===== src/rtl/multi_digit_display_pkg.sv =====
// Shared FSM state, segment patterns and digit codes for the multi-digit display.
package multi_digit_display_pkg;

   typedef enum logic {
      IDLE    = 1'b0,
      CONVERT = 1'b1
   } state_t;

   // Active-low segment patterns, bit 6 = g ... bit 0 = a
   localparam logic [6:0] SEG_0     = 7'b1000000;
   localparam logic [6:0] SEG_1     = 7'b1111001;
   localparam logic [6:0] SEG_2     = 7'b0100100;
   localparam logic [6:0] SEG_3     = 7'b0110000;
   localparam logic [6:0] SEG_4     = 7'b0011001;
   localparam logic [6:0] SEG_5     = 7'b0010010;
   localparam logic [6:0] SEG_6     = 7'b0000010;
   localparam logic [6:0] SEG_7     = 7'b1011000;
   localparam logic [6:0] SEG_8     = 7'b0000000;
   localparam logic [6:0] SEG_9     = 7'b0010000;
   localparam logic [6:0] SEG_BLANK = 7'b1111111;
   localparam logic [6:0] SEG_DASH  = 7'b0111111;

   localparam logic [3:0] BLANK_CODE = 4'hF;

endpackage


===== src/rtl/multi_digit_display_bcd_digit_decoder.sv =====
// One BCD digit code to active-low seven-segment pattern; any non-decimal code is blank.
module bcd_digit_decoder
   import multi_digit_display_pkg::*;
(
   input  logic [3:0] code,
   output logic [6:0] seg_c
);

   always_comb begin
      seg_c = SEG_BLANK;
      case (code)
         4'd0:    seg_c = SEG_0;
         4'd1:    seg_c = SEG_1;
         4'd2:    seg_c = SEG_2;
         4'd3:    seg_c = SEG_3;
         4'd4:    seg_c = SEG_4;
         4'd5:    seg_c = SEG_5;
         4'd6:    seg_c = SEG_6;
         4'd7:    seg_c = SEG_7;
         4'd8:    seg_c = SEG_8;
         4'd9:    seg_c = SEG_9;
         default: seg_c = SEG_BLANK;
      endcase
   end

endmodule


===== src/rtl/multi_digit_display.sv =====
// Binary-to-decimal multiplexed seven-segment driver: sequential double dabble
// conversion feeding a free-running digit scanner.
module multi_digit_display
   import multi_digit_display_pkg::*;
#(
   parameter int unsigned NUM_DIGITS = 4,
   parameter int unsigned WIDTH      = 14,
   parameter int unsigned SCAN_DIV   = 1000
) (
   input  logic                  clock,
   input  logic                  reset,
   input  logic [WIDTH-1:0]      value,
   input  logic                  load,
   input  logic                  blank_lz,
   output logic                  ready,
   output logic                  done,
   output logic                  overflow,
   output logic [6:0]            segment,
   output logic [NUM_DIGITS-1:0] anode_L
);

   // Enough BCD digits to hold 2^WIDTH-1, never fewer than the displayed digits
   localparam int unsigned CONV_MIN    = (WIDTH * 30103 + 99999) / 100000;
   localparam int unsigned CONV_DIGITS = (CONV_MIN > NUM_DIGITS) ? CONV_MIN : NUM_DIGITS;
   localparam int unsigned BCD_W       = 4 * CONV_DIGITS;
   localparam int unsigned SH_W        = BCD_W + WIDTH;
   localparam int unsigned DISP_W      = 4 * NUM_DIGITS;
   localparam int unsigned CNT_W       = $clog2(WIDTH + 1);
   localparam int unsigned IDX_W       = (NUM_DIGITS > 1) ? $clog2(NUM_DIGITS) : 1;
   localparam int unsigned PRE_W       = (SCAN_DIV > 1) ? $clog2(SCAN_DIV) : 1;

   state_t               state, state_d;
   logic [SH_W-1:0]      shreg, shreg_d, step_src, stepped;
   logic [CNT_W-1:0]     steps, steps_d;
   logic                 done_d, ovf_d, ready_d;
   logic                 blank_q, blank_d, blank_sel;
   logic [DISP_W-1:0]    digits, digits_d;
   logic [BCD_W-1:0]     bcd;
   logic                 finish, seen;
   logic [3:0]           dig;
   logic [PRE_W-1:0]     prescale, prescale_d;
   logic [IDX_W-1:0]     idx, idx_d;
   logic [3:0]           sel_code;
   logic [6:0]           dec_seg, segment_d;
   logic [NUM_DIGITS-1:0] anode_d;

   // One double dabble step: add 3 to every BCD digit >= 5, then shift left
   function automatic logic [SH_W-1:0] dd_step(input logic [SH_W-1:0] s);
      logic [SH_W-1:0] t;
      t = s;
      for (int i = 0; i < int'(CONV_DIGITS); i++) begin
         if (t[WIDTH + 4*i +: 4] >= 4'd5)
            t[WIDTH + 4*i +: 4] = t[WIDTH + 4*i +: 4] + 4'd3;
      end
      return t << 1;
   endfunction

   assign step_src = (state == IDLE) ? {BCD_W'(0), value} : shreg;
   assign stepped  = dd_step(step_src);
   assign bcd      = stepped[WIDTH +: BCD_W];
   assign blank_sel = (state == IDLE) ? blank_lz : blank_q;

   // Conversion FSM, final digit/overflow commit
   always_comb begin
      state_d  = state;
      shreg_d  = shreg;
      steps_d  = steps;
      blank_d  = blank_q;
      done_d   = 1'b0;
      ovf_d    = overflow;
      digits_d = digits;
      finish   = 1'b0;
      seen     = 1'b0;
      dig      = 4'd0;

      case (state)
         IDLE: begin
            if (load) begin
               state_d = CONVERT;
               shreg_d = stepped;
               steps_d = CNT_W'(1);
               blank_d = blank_lz;
               finish  = (WIDTH == 1);
            end
         end
         CONVERT: begin
            if (done) begin
               state_d = IDLE;
            end else begin
               shreg_d = stepped;
               steps_d = steps + CNT_W'(1);
               finish  = (steps == CNT_W'(WIDTH - 1));
            end
         end
         default: state_d = IDLE;
      endcase

      if (finish) begin
         done_d = 1'b1;
         ovf_d  = 1'b0;
         for (int i = int'(NUM_DIGITS); i < int'(CONV_DIGITS); i++)
            if (bcd[4*i +: 4] != 4'd0) ovf_d = 1'b1;
         for (int i = int'(NUM_DIGITS) - 1; i >= 0; i--) begin
            dig = bcd[4*i +: 4];
            if (dig != 4'd0) seen = 1'b1;
            digits_d[4*i +: 4] = (blank_sel && !seen && (i != 0)) ? BLANK_CODE : dig;
         end
      end

      ready_d = (state_d == IDLE);
   end

   // Scan prescaler and digit index
   always_comb begin
      prescale_d = prescale + PRE_W'(1);
      idx_d      = idx;
      if (prescale == PRE_W'(SCAN_DIV - 1)) begin
         prescale_d = PRE_W'(0);
         idx_d      = (idx == IDX_W'(NUM_DIGITS - 1)) ? IDX_W'(0) : idx + IDX_W'(1);
      end
      sel_code  = digits_d[{idx_d, 2'b00} +: 4];
      segment_d = ovf_d ? SEG_DASH : dec_seg;
      anode_d   = ~(NUM_DIGITS'(1) << idx_d);
   end

   bcd_digit_decoder u_dec (
      .code  (sel_code),
      .seg_c (dec_seg)
   );

   always_ff @(posedge clock) begin
      if (reset) begin
         state    <= IDLE;
         shreg    <= '0;
         steps    <= '0;
         blank_q  <= 1'b0;
         done     <= 1'b0;
         overflow <= 1'b0;
         ready    <= 1'b1;
         digits   <= {NUM_DIGITS{BLANK_CODE}};
         prescale <= '0;
         idx      <= '0;
         segment  <= SEG_BLANK;
         anode_L  <= ~(NUM_DIGITS'(1));
      end else begin
         state    <= state_d;
         shreg    <= shreg_d;
         steps    <= steps_d;
         blank_q  <= blank_d;
         done     <= done_d;
         overflow <= ovf_d;
         ready    <= ready_d;
         digits   <= digits_d;
         prescale <= prescale_d;
         idx      <= idx_d;
         segment  <= segment_d;
         anode_L  <= anode_d;
      end
   end

endmodule


===== config.mk =====
export PLATFORM = sky130hd
export DESIGN_NAME = multi_digit_display
export DESIGN_NICKNAME = d
export VERILOG_FILES = /design/src/rtl/multi_digit_display_pkg.sv /design/src/rtl/multi_digit_display_bcd_digit_decoder.sv /design/src/rtl/multi_digit_display.sv
export SDC_FILE = /design/constraint.sdc
export NUM_CORES = 1
export LEC_CHECK = 0
export ABC_AREA = 1
export CAP_MARGIN = 10
export CORE_ASPECT_RATIO = 0.9
export CORE_UTILIZATION = 60
export DETAILED_ROUTE_END_ITERATION = 8
export HOLD_SLACK_MARGIN = 0.05
export PLACE_DENSITY_LB_ADDON = 0.2
export SLEW_MARGIN = 0
export SYNTH_ARGS = -nofsm -noshare
export SYNTH_HDL_FRONTEND = slang
export SYNTH_SLANG_ARGS = --single-unit
export TNS_END_PERCENT = 20

===== constraint.sdc =====
create_clock -name clock -period 5.87 [get_ports clock]
set_input_delay 1.174 -clock clock [delete_from_list [all_inputs] [get_ports clock]]
set_output_delay 1.174 -clock clock [all_outputs]
set_load 0.1 [all_outputs]

==> run_results.csv <==
group,metric,value,unit
status,status,"finished clean",
routing,post-route-drc-count,0,
sta,fin_tns_setup,0,ps
placement,dp_hpwl,6530,um
global_routing,grt_pass1_wl,15300,um
synth,mappedNetlistArea,4140,sq um
floorplan,num_rows,28,
routing,vias,3842,
placement,routabilityCongestion,0.900,
synth,synth_area_per_cell,6.96,sq um
synth,synthCells,595,
synth,synthTopCellsByArea,"dfxtp_1 (39%), nand2_1 (14%), nand3_1 (7.3%)",
sta,fmax,0.277,GHz
layout,nFillCells,533,
synth,ys_seq_area_share,39.2,%
layout,seqCellArea,1620,sq um
clock_tree,clock-sinks,81,
flow_run,maxCapViolCount,0,
global_routing,grt_pass1_vias,3509,
critical_path,endpoint_kind,"flip-flop",
synth,synth_warnings,0,
global_routing,antenna_found_initial,0,
floorplan,start_util,62.5,%
pwr,power_leakage,2.16,nW
pwr,ir_drop,0.000162,V
layout,antenna_cells,0,
clock_tree,cts_setup_buffers,0,
sta,relSlewSlack,32.6,%
critical_path,crit_path_max_fanout,50,
layout,layout.nets,654,
hold_path,hp-class,"flip-flop to flip-flop",
critical_path,crit_path_max_incr_delay,980,ps
routing,wl,9080,um
synth,synthesis.nets,629,
clock_tree,cts-buffers-inserted,9,
synth,synth-seq-cells,81,
placement,portBuffers,31,
sta,rsz0062_at_grt,"no",
sta,drv_slew,0,
routing,routedWlPerCell,12.7,um
routing,first_pass_iters,5,
global_routing,grt.overflow.total,0,
sta,tightestPinTransition,1010,ps
synth,ys_types,41,
clock_tree,cts-root-buf,"clkbuf_8",
layout,layout_commonest_cell,"nand2_1",
global_routing,grt_max_degree,51,
pwr,power_density,236,nW/um^2
floorplan,die_height,80.8,um
sta,period_needed,3610,ps
floorplan,die_x,89.6,um
clock_tree,htreeDepth,3,
critical_path,worstPathRequired,6110,ps
sta,hold_viol_final,0,
clock_tree,clkLatencyLatePin,350,ps
routing,drt_iter0_drc,259,
placement,pre_cts_ws,2330,ps
layout,drive_gt1_share,11.2,%
synth,synth_top_area_share,39.2,%
critical_path,crit_top_cell,"nand2_1",
synth,yosys.area.top_type,"dfxtp_1",
critical_path,critPathKind,"flip-flop to flip-flop",
layout,multi_input_area,2110,sq um
sta,period_share,61.5,%
critical_path,cp-start-kind,"flip-flop",
sta,setup_slack,2260,ps
floorplan,io_pins,32,
clock_tree,cts_resized,0,
layout,flow.area_growth_from_synthesis,13.9,%
floorplan,core_area,6620,sq um
floorplan,dieArea,7240,sq um
critical_path,path_cells,"nand2_1, ha_1, inv_1, nand2_1, nand2_1, nand2_2, nand2_1, nand2_1, nand3_1, nor2_2, nand2_2, nand3_1, o211ai_1, nand2_1, nor2_2, inv_1, ha_1, inv_1, nand2_1, nand2_1, inv_2, nand2_1, nand3_1",
critical_path,critical-path-slowest-cell,"dfxtp_2",
sta,setup_viol,0,
layout,final_cell_mix,"nand2_1 (159), dfxtp_1 (80), inv_1 (76)",
clock_tree,cts_tree,"built",
global_routing,grt_usage,27.7,%
clock_tree,clockBufferDepth,2,
clock_tree,clk_pin_slew,80,ps
routing,viasPerCell,5.38,
sta,fin_worst_skew,8.99,ps
critical_path,critical_path_arrival,3850,ps
clock_tree,hold_buffers,0,
routing,antenna_left,0,
-- metal layers --
metal	share of wire, %	track usage, %	vias up
met5	0	0	-
met4	1.9	8.57	0
met3	5.4	7.72	23
met2	48	46.8	123
met1	45	34.0	1749
li1	-	-	1947
-- per-stage QoR --
step	std cells	instance area, sq um	total power, mW	hold WS [ps]	utilization, %
global route	714	4710	1.16	464	71.2
detailed placement	699	4490	0.669	435	67.8
global placement	699	4490	0.666	427	67.8
CTS	714	4710	1.12	451	71.2
finish	714	4710	1.11	447	71.2
floorplan	595	4140	0.644	418	-
-- final cells by class --
class                           count  share of cell area, %
Tap cell                           90                   2.39
Clock buffer                       11                   3.21
Inverter                           85                   6.82
Clock inverter                      4                   1.62
Multi-Input combinational cell    411                   44.8
Timing Repair Buffer               32                   6.74
Sequential cell                    81                   34.4
-- final timing paths --
kind,slack (ps),from,cells after the start,end
max,2260,state$_SDFF_PP0_,23,segment[3]$_SDFF_PP1_
min,450,prescale[0]$_SDFF_PP0_,1,prescale[0]$_SDFF_PP0_
max reg2reg,2260,state$_SDFF_PP0_,23,segment[3]$_SDFF_PP1_
min reg2reg,450,prescale[0]$_SDFF_PP0_,1,prescale[0]$_SDFF_PP0_
-- where the power goes --
group	internal, mW	switching, mW	total, mW
Combinational	0.0291	0.0499	0.0790
Clock	0.261	0.196	0.458
Sequential	0.564	0.0139	0.577
Total	0.854	0.260	1.11
-- cell families after synthesis --
logic type                 count (synthesis)  synth area share (%)
DFF                                       81                  39.2
and+or+nand+nor                          312                  34.4
xor gates and xnor gates                   2                 0.423
buffers and inverters                    103                  9.82
AOI/OAI and AO/OA                         81                  11.4
adders and majority gates                 16                  4.84
-- state kept, by name, summed over array words and instances (netlist names) --
name	count
shreg	33
digits	16
prescale	10
segment	7
anode_L	4
steps	4
idx	2
blank_q	1
done	1
overflow	1
ready	1
state	1
-- Yosys cell counts, drive strengths merged --
master and n:
a21oi 13, a22oi 1, a311o 1, a31oi 1, and2 1, buf 6, clkbuf 12, clkinv 5
dfxtp 81, ha 16, inv 80, nand2 176, nand3 64, nand3b 1, nand4 2, nor2 44
nor3 10, o211ai 2, o21a 3, o21ai 37, o22ai 21, o31ai 1, o32ai 1, or2 14
xnor2 1, xor2 1
-- critical path: cells and delay by family, from the launching register on --
kind	cells	cell delay (ps)
fa+ha+maj	2	450
compound gates	1	130
buf+inv	4	240
flops	1	980
simple gates	16	1700
Power figures use the tool's default switching activity.
==> RTL edit, RTL diff (same flow settings) <==
Make the reset (`reset`) asynchronous in one clocked block.
--- a/src/rtl/multi_digit_display.sv
+++ b/src/rtl/multi_digit_display.sv
@@ -129,5 +129,5 @@
    );
 
-   always_ff @(posedge clock) begin
+   always_ff @(posedge clock or posedge reset) begin
       if (reset) begin
          state    <= IDLE;
Check against the original RTL: differs if reset is asserted again (counterexample within 4 cycles, from zero or initial values and one cycle with reset high); with reset held inactive, the same outputs for 10 cycles.
==> RTL edit against the unedited design <==
  * Utilization grew 0.50 points
  * Sequential cell count unchanged
  * Sequential share of layout area up 5.6 points
  * Synthesized cell count shrank 4.7%
  * Worst setup slack lost 0.030 ns
  * Cell area up 9.3%
  * Routed wire length rose by 2.1%
  * Maximum frequency shrank 0.84%
  * First-iteration DRC count is 12% lower
  * Synthesized area up 9.8%
Power is not compared: it rests on default switching activity, and its combinational part moved more than twofold at a synthesized area within 25%.
==> RTL edit: results (changes against the unedited design) <==
area of placed instances=4907 um^2 (+9.4%); nets@finish=633 (-3.2%); worst-path fanout max=21 (-58%); Post-Place Cells=681 (-2.6%); hold_ws=0.4901 ns (+0.04270 ns); top_reg_cell synth=dfrtp_1; fin cells=697 (-2.4%); ys async rst share=100.0% (+100 points); Reg-to-Reg End=segment[0]; register area share after synthesis=45.33% (+6.2 points); share of post-route cells with drive strength above 1=17.88% (+6.7 points); setup ws final=2.227 ns (-0.03043 ns); Post-Syn Nets=601 (-4.5%); Critical Path AT=3.93 ns (+0.08 ns); Tot GR Track Use=26.06% (-1.6 points); DRT Wirelength=9274 um (+2.1%); vias in the first global route=3637 (+3.6%); R2R cell count=24 (+4.3%); Hold EP=digits[2]; Synth area leaders=dfrtp_1, dfstp_2, nand2_1; post-synthesis adder-cell area fraction=4.404% (-0.43 points); DR vias=3716 (-3.3%); hold_sp=digits[2]; hold path depth=2 (+1); Critical Path Max Stage Delay=0.69 ns (-0.29 ns); Layout fillers=553 (+3.8%); compound-cell area share of the yosys netlist=9.772% (-1.6 points); XOR/XNOR Fraction of Synth Area=0.9359% (+0.51 points); status=completed; area grow syn2layout=13.32%; Detailed Route Iter0 Violations=227 (-12%); top post-synthesis cells by count=nand2_1, inv_1, dfrtp_1, nor2_1, nand3_1; Worst Clk Skew=0.01368 ns (+0.004694 ns); Synth cell types=48 (+17%); CP max-delay cell=dfrtp_1; Placement Setup Slack=2.312 ns (-0.02270 ns)
-- RTL edit: cell types whose count changed after synthesis, moves of 6 or more --
cell     before  now
a31oi_1       1   18
dfrtp_1       0   54
dfstp_2       0   27
dfxtp_1      81    0
inv_1        76   68
nand3_1      60   31
nor2_1       34   46
o21ai_0      32   26
o22ai_1      21    2
-- RTL edit: cell type report --
class / instances / share of cell area (%)
multi-input cells: 397 / 40.93
repair buffers: 34 / 6.461
inverters: 76 / 5.611
flip-flops and latches: 81 / 40.00
clock buffers: 11 / 2.745
clock inverters: 5 / 1.992
well taps: 93 / 2.259
-- RTL edit: metal layers --
| layer | wire [um] | track usage (%) | share of wire, % | up-vias |
|---|---|---|---|---|
| met5 | 0 | 0 | 0 | - |
| met4 | 153 | 8.951 | 1.6 | 0 |
| met3 | 375 | 5.616 | 4.0 | 16 |
| met2 | 4424 | 42.00 | 48 | 84 |
| met1 | 4321 | 34.93 | 47 | 1756 |
| li1 | - | - | - | 1860 |
